## src/rtl/regfile_pkg.sv

```systemverilog
// Shared types and default sizes for the register file with integrated write scoreboard.
package regfile_pkg;

    localparam int XLEN_DEF   = 32;
    localparam int NREGS_DEF  = 32;
    localparam int PEND_W_DEF = 2;
    localparam int AW_DEF     = $clog2(NREGS_DEF);

    typedef logic [AW_DEF-1:0]     reg_addr_t;
    typedef logic [PEND_W_DEF-1:0] pend_cnt_t;

endpackage

```

## src/rtl/regfile_pend_ctr.sv

```systemverilog
// Saturating pending-write counter for one architectural register.
// The multi output exists only when REGFILE_BYPASS_EN is defined.
module regfile_pend_ctr
    import regfile_pkg::*;
#(
    parameter int PEND_W = PEND_W_DEF
) (
    input  logic clk,
    input  logic rst_n,
    input  logic inc,
    input  logic dec,
    output logic full,
    output logic nonzero,
`ifdef REGFILE_BYPASS_EN
    output logic multi,
`endif
    output logic underflow
);

    logic [PEND_W-1:0] cnt;
    logic              inc_ok;
    logic              dec_ok;

    assign full      = &cnt;
    assign nonzero   = |cnt;
    assign inc_ok    = inc && !full;
    assign dec_ok    = dec && nonzero;
    assign underflow = dec && !nonzero;
`ifdef REGFILE_BYPASS_EN
    assign multi     = (cnt > PEND_W'(1));
`endif

    // A simultaneous issue and write-back to the same register cancel out.
    always_ff @(posedge clk or negedge rst_n) begin
        if (!rst_n) begin
            cnt <= '0;
        end else if (inc_ok && !dec_ok) begin
            cnt <= cnt + PEND_W'(1);
        end else if (dec_ok && !inc_ok) begin
            cnt <= cnt - PEND_W'(1);
        end
    end

endmodule

```

## src/rtl/regfile_scoreboard.sv

```systemverilog
// Register file with two async read ports, one write-back port and per-register pending counters.
// Define REGFILE_BYPASS_EN to forward a same-cycle write-back onto the read ports.
module regfile_scoreboard
    import regfile_pkg::*;
#(
    parameter int  XLEN   = XLEN_DEF,
    parameter int  NREGS  = NREGS_DEF,
    parameter int  PEND_W = PEND_W_DEF,
    localparam int AW     = $clog2(NREGS)
) (
    input  logic            clk,
    input  logic            rst_n,
    input  logic [AW-1:0]   rs1_addr,
    input  logic [AW-1:0]   rs2_addr,
    output logic [XLEN-1:0] rs1_data,
    output logic [XLEN-1:0] rs2_data,
    output logic            rs1_busy,
    output logic            rs2_busy,
    input  logic            iss_valid,
    input  logic [AW-1:0]   iss_rd,
    output logic            iss_ready,
    input  logic            wb_valid,
    input  logic [AW-1:0]   wb_addr,
    input  logic [XLEN-1:0] wb_data,
    output logic            sb_err
);

    logic [XLEN-1:0]  regs [NREGS];
    logic [NREGS-1:0] inc;
    logic [NREGS-1:0] dec;
    logic [NREGS-1:0] full;
    logic [NREGS-1:0] nonzero;
    logic [NREGS-1:0] underflow;
`ifdef REGFILE_BYPASS_EN
    logic [NREGS-1:0] multi;
    assign multi[0] = 1'b0;
`endif

    // Register 0 is never pending and never full, so its slot is tied off.
    assign inc[0]       = 1'b0;
    assign dec[0]       = 1'b0;
    assign full[0]      = 1'b0;
    assign nonzero[0]   = 1'b0;
    assign underflow[0] = 1'b0;

    assign iss_ready = !full[iss_rd];

    for (genvar r = 1; r < NREGS; r++) begin : g_ctr
        assign inc[r] = iss_valid && iss_ready && (iss_rd == AW'(r));
        assign dec[r] = wb_valid && (wb_addr == AW'(r));

        regfile_pend_ctr #(.PEND_W(PEND_W)) u_ctr (
            .clk       (clk),
            .rst_n     (rst_n),
            .inc       (inc[r]),
            .dec       (dec[r]),
            .full      (full[r]),
            .nonzero   (nonzero[r]),
`ifdef REGFILE_BYPASS_EN
            .multi     (multi[r]),
`endif
            .underflow (underflow[r])
        );
    end

    always_ff @(posedge clk or negedge rst_n) begin
        if (!rst_n) begin
            for (int i = 0; i < NREGS; i++) begin
                regs[i] <= '0;
            end
        end else if (wb_valid && (wb_addr != '0)) begin
            regs[wb_addr] <= wb_data;
        end
    end

    // A write-back with nothing pending still lands, but is flagged until reset.
    always_ff @(posedge clk or negedge rst_n) begin
        if (!rst_n) begin
            sb_err <= 1'b0;
        end else if (|underflow) begin
            sb_err <= 1'b1;
        end
    end

    always_comb begin
        rs1_data = (rs1_addr == '0) ? '0 : regs[rs1_addr];
        rs2_data = (rs2_addr == '0) ? '0 : regs[rs2_addr];
        rs1_busy = nonzero[rs1_addr];
        rs2_busy = nonzero[rs2_addr];
`ifdef REGFILE_BYPASS_EN
        if (wb_valid && (wb_addr == rs1_addr) && (rs1_addr != '0)) begin
            rs1_data = wb_data;
            rs1_busy = multi[rs1_addr];
        end
        if (wb_valid && (wb_addr == rs2_addr) && (rs2_addr != '0)) begin
            rs2_data = wb_data;
            rs2_busy = multi[rs2_addr];
        end
`endif
    end

endmodule

```

## config.mk

```make
export PLATFORM = sky130hd
export DESIGN_NAME = regfile_scoreboard
export DESIGN_NICKNAME = d
export VERILOG_FILES = /design/src/rtl/regfile_pkg.sv /design/src/rtl/regfile_pend_ctr.sv /design/src/rtl/regfile_scoreboard.sv
export SDC_FILE = /design/constraint.sdc
export NUM_CORES = 2
export LEC_CHECK = 0
export CAP_MARGIN = 20
export CORE_UTILIZATION = 46
export DETAILED_ROUTE_END_ITERATION = 8
export PLACE_DENSITY = 0.7
export SKIP_LAST_GASP = 1
export SLEW_MARGIN = 10
export SYNTH_ARGS = -nofsm -noshare
export SYNTH_HDL_FRONTEND = slang
export SYNTH_HIERARCHICAL = 1
export SYNTH_SLANG_ARGS = --single-unit
```

## constraint.sdc

```tcl
create_clock -name clk -period 4 [get_ports clk]
set_input_delay 0.8 -clock clk [delete_from_list [all_inputs] [get_ports clk]]
set_output_delay 0.8 -clock clk [all_outputs]
set_load 0.01 [all_outputs]
```

==> impl_metrics.json <==
{
  "critPathArrivalTime_ps": 3160,
  "synthCells": 4690,
  "cts.path.max_buffers": 3,
  "synth.cell_area_um2": 59400,
  "synth_cell_types": 47,
  "drt-pass1-iter-count": 6,
  "ant_nets": 0,
  "syn-num-nets": 4777,
  "synth_edf_count": 0,
  "track_usage_pct": 29.3,
  "finalHoldViolations": 0,
  "rsz0062_at_grt": "no",
  "start_kind": "primary input",
  "ys_ff_latch": 1087,
  "clkLatencyLatePin_ps": 740,
  "slew_violations": 0,
  "clock_sinks": 1087,
  "fin_util_pct": 53.7,
  "area_growth_pct": 15.7,
  "syn_avg_cell_area_um2": 12.7,
  "drive_above_1_share_pct": 33.9,
  "portBuffers": 123,
  "layout.nets": 4841,
  "seq_area_frac_synth_pct": 45.8,
  "cts_tree": "built",
  "clockRootBuffer": "clkbuf_16",
  "drc_errors": 0,
  "die_h_um": 361,
  "worstPathMaxFanout": 20,
  "period_minus_slack_ps": 3960,
  "leakagePower_uw": 0.0306,
  "worst_pin_slew_ps": 1130,
  "cts_buffers": 113,
  "irDropWorstVdd_mv": 0.385,
  "die_w_um": 361,
  "placed_cells": 6284,
  "io-pin-count": 124,
  "antenna_found_initial": 13,
  "ys.flop_type": "dfrtp_1",
  "setup_viol": 0,
  "grt_max_degree": 133,
  "timing.fmax_mhz": 252,
  "run_status": "complete, no violations",
  "cap_violations": 0,
  "finalNonFillerCells": 6512,
  "vias": 42100,
  "dp_hpwl_mm": 114,
  "grt_overflow": 0,
  "ys_warn_count": 6,
  "slew_headroom_pct": 24.6,
  "num_rows": 131,
  "crit_path_end_kind": "output pin",
  "grt_pass1_vias": 43000,
  "routed_wl_mm": 190,
  "drtIter0Drc": 4822,
  "htree_levels": 3,
  "hold_class": "primary input to asynchronous set/reset pin",
  "clk_transition_reported_paths_ps": 60,
  "start_util_pct": 46.4,
  "cts_hold_buffers": 0,
  "grt_pass1_wl_mm": 285,
  "path_class": "primary input to output pin",
  "coreArea_um2": 128000,
  "wire_per_inst_um": 29.2,
  "p_per_area_nw_per_um2": 493,
  "cp.required_ps": 3200,
  "synth-async-reset-ratio_pct": 100,
  "viasPerCell": 6.47,
  "finalPower_uw": 33900,
  "gp_congestion": 0.876,
  "fp.dieArea_um2": 130000,
  "post-route-period-util_pct": 99.1,
  "skew_ps": 29.7
}
-- path summary, 6_finish.rpt --
| check | from | cells past startpoint | slack, ps | endpoint |
|---|---|---|---|---|
| max | rs1_addr[0] | 8 | 40 | rs1_data[27] |
| max in group asynchronous | rst_n | 2 | 2640 | regs[144]$_DFFE_PN0P_ |
| min | rst_n | 1 | 100 | regs[423]$_DFFE_PN0P_ |
| min reg2reg | regs[1002]$_DFFE_PN0P_ | 0 | 400 | regs[1002]$_DFFE_PN0P_ |
| min in group clk | regs[1002]$_DFFE_PN0P_ | 0 | 400 | regs[1002]$_DFFE_PN0P_ |
| max reg2reg | g_ctr[1].u_ctr/cnt[0]$_DFFE_PN0P_ | 11 | 930 | g_ctr[19].u_ctr/cnt[1]$_DFFE_PN0P_ |
-- layout by cell type (no fill, tap or decap), types with 20 or more instances in the layout --
cell type / n
a21oi_1: 130
clkbuf_16: 113
nor2b_1: 32
mux2_1: 369
mux2i_1: 20
nand2_1: 1026
dfrtp_1: 1087
clkbuf_1: 23
nor2_2: 31
xor2_1: 62
inv_1: 41
clkdlybuf4s50_1: 106
and2_2: 33
nor2_1: 36
ha_1: 31
or2_2: 30
buf_12: 107
mux4_2: 529
o221ai_1: 62
nor3_1: 21
xnor2_1: 31
clkbuf_8: 33
a221oi_1: 59
buf_4: 173
mux2_2: 465
-- layout make-up --
| type | instances | area [um2] |
|---|---|---|
| sequential | 1087 | 27200 |
| tap | 1662 | 2080 |
| inverter | 51 | 195 |
| timing repair buffer | 418 | 4970 |
| multi-input combinational | 3083 | 30300 |
| antenna | 9 | 22.5 |
| clock buffer | 168 | 3350 |
| clock inverter | 34 | 505 |
| fill | 10400 | 59200 |
-- cell usage after synthesis (36+ instances only) --
| cell | count | area [um2] |
|---|---|---|
| xor2_1 | 62 | 543 |
| buf_1 | 46 | 173 |
| or2_2 | 36 | 225 |
| a21oi_1 | 130 | 651 |
| nor2_1 | 52 | 195 |
| mux2_2 | 465 | 5240 |
| buf_2 | 78 | 390 |
| a221oi_1 | 64 | 561 |
| mux4_2 | 529 | 11900 |
| inv_1 | 41 | 154 |
| o221ai_1 | 64 | 561 |
| dfrtp_1 | 1087 | 27200 |
| clkbuf_1 | 341 | 1280 |
| mux2_1 | 369 | 4160 |
| nand2_1 | 1043 | 3920 |
-- critical path: stages --
cell	delay (ps)
clkbuf_8	150
buf_12	220
clkinv_2	320
nand2_2	260
buf_12	190
o221ai_1	220
a21oi_1	340
clkdlybuf4s50_1	600
-- metrics by stage --
stage          setup slack (ps)  setup TNS [ps]  cell area [um2]  hold slack [ps]
4_1_cts                   -27.1           -27.1            68300             89.9
5_1_grt                   0.519               0            68700              143
3_5_place_dp               -128            -128            64400              385
6_report                   35.2               0            68700             95.0
2_1_floorplan               569               0            59400              441
3_3_place_gp               -128            -128            64400              377
-- report_power, final --
part	internal, uW	switching (uW)	leakage, uW
Sequential	13300	1760	0.0140
Combinational	4510	3360	0.0148
Clock	6320	4660	0.00190
Total	24100	9780	0.0306
-- state kept, by name (all words and copies together) (netlist names) --
name / cells
regs: 1024
g_ctr.u_ctr/cnt: 62
sb_err: 1
-- per-layer routing --
layer | share of wire, % | up-vias | track usage, %
met2 | 47 | 2379 | 45.9
met1 | 38 | 22100 | 39.2
met5 | 0.013 | - | 0
met4 | 4.7 | 4 | 13.9
met3 | 9.6 | 507 | 6.11
li1 | - | 17100 | -
-- cells by family (layout without fill, tap and decap cells) --
group	after synthesis	after routing	synth area share, %
XOR/XNOR	93	93	1.37
AND/OR/NAND/NOR	1309	1309	9.30
buffers and inverters	520	671	3.50
other	0	9	0
adder cells (fa/ha/maj)	31	31	0.653
multiplexers	1384	1384	36.3
AO/OA/AOI/OAI	266	266	3.09
flip-flops	1087	1087	45.8
-- what timing repair did --
action,CTS,global route
resized for setup,6,18
setup endpoints to repair,4,15
cloned,0,0
pin swaps,0,0
buffers inserted,0,5
Power figures use the tool's default switching activity.
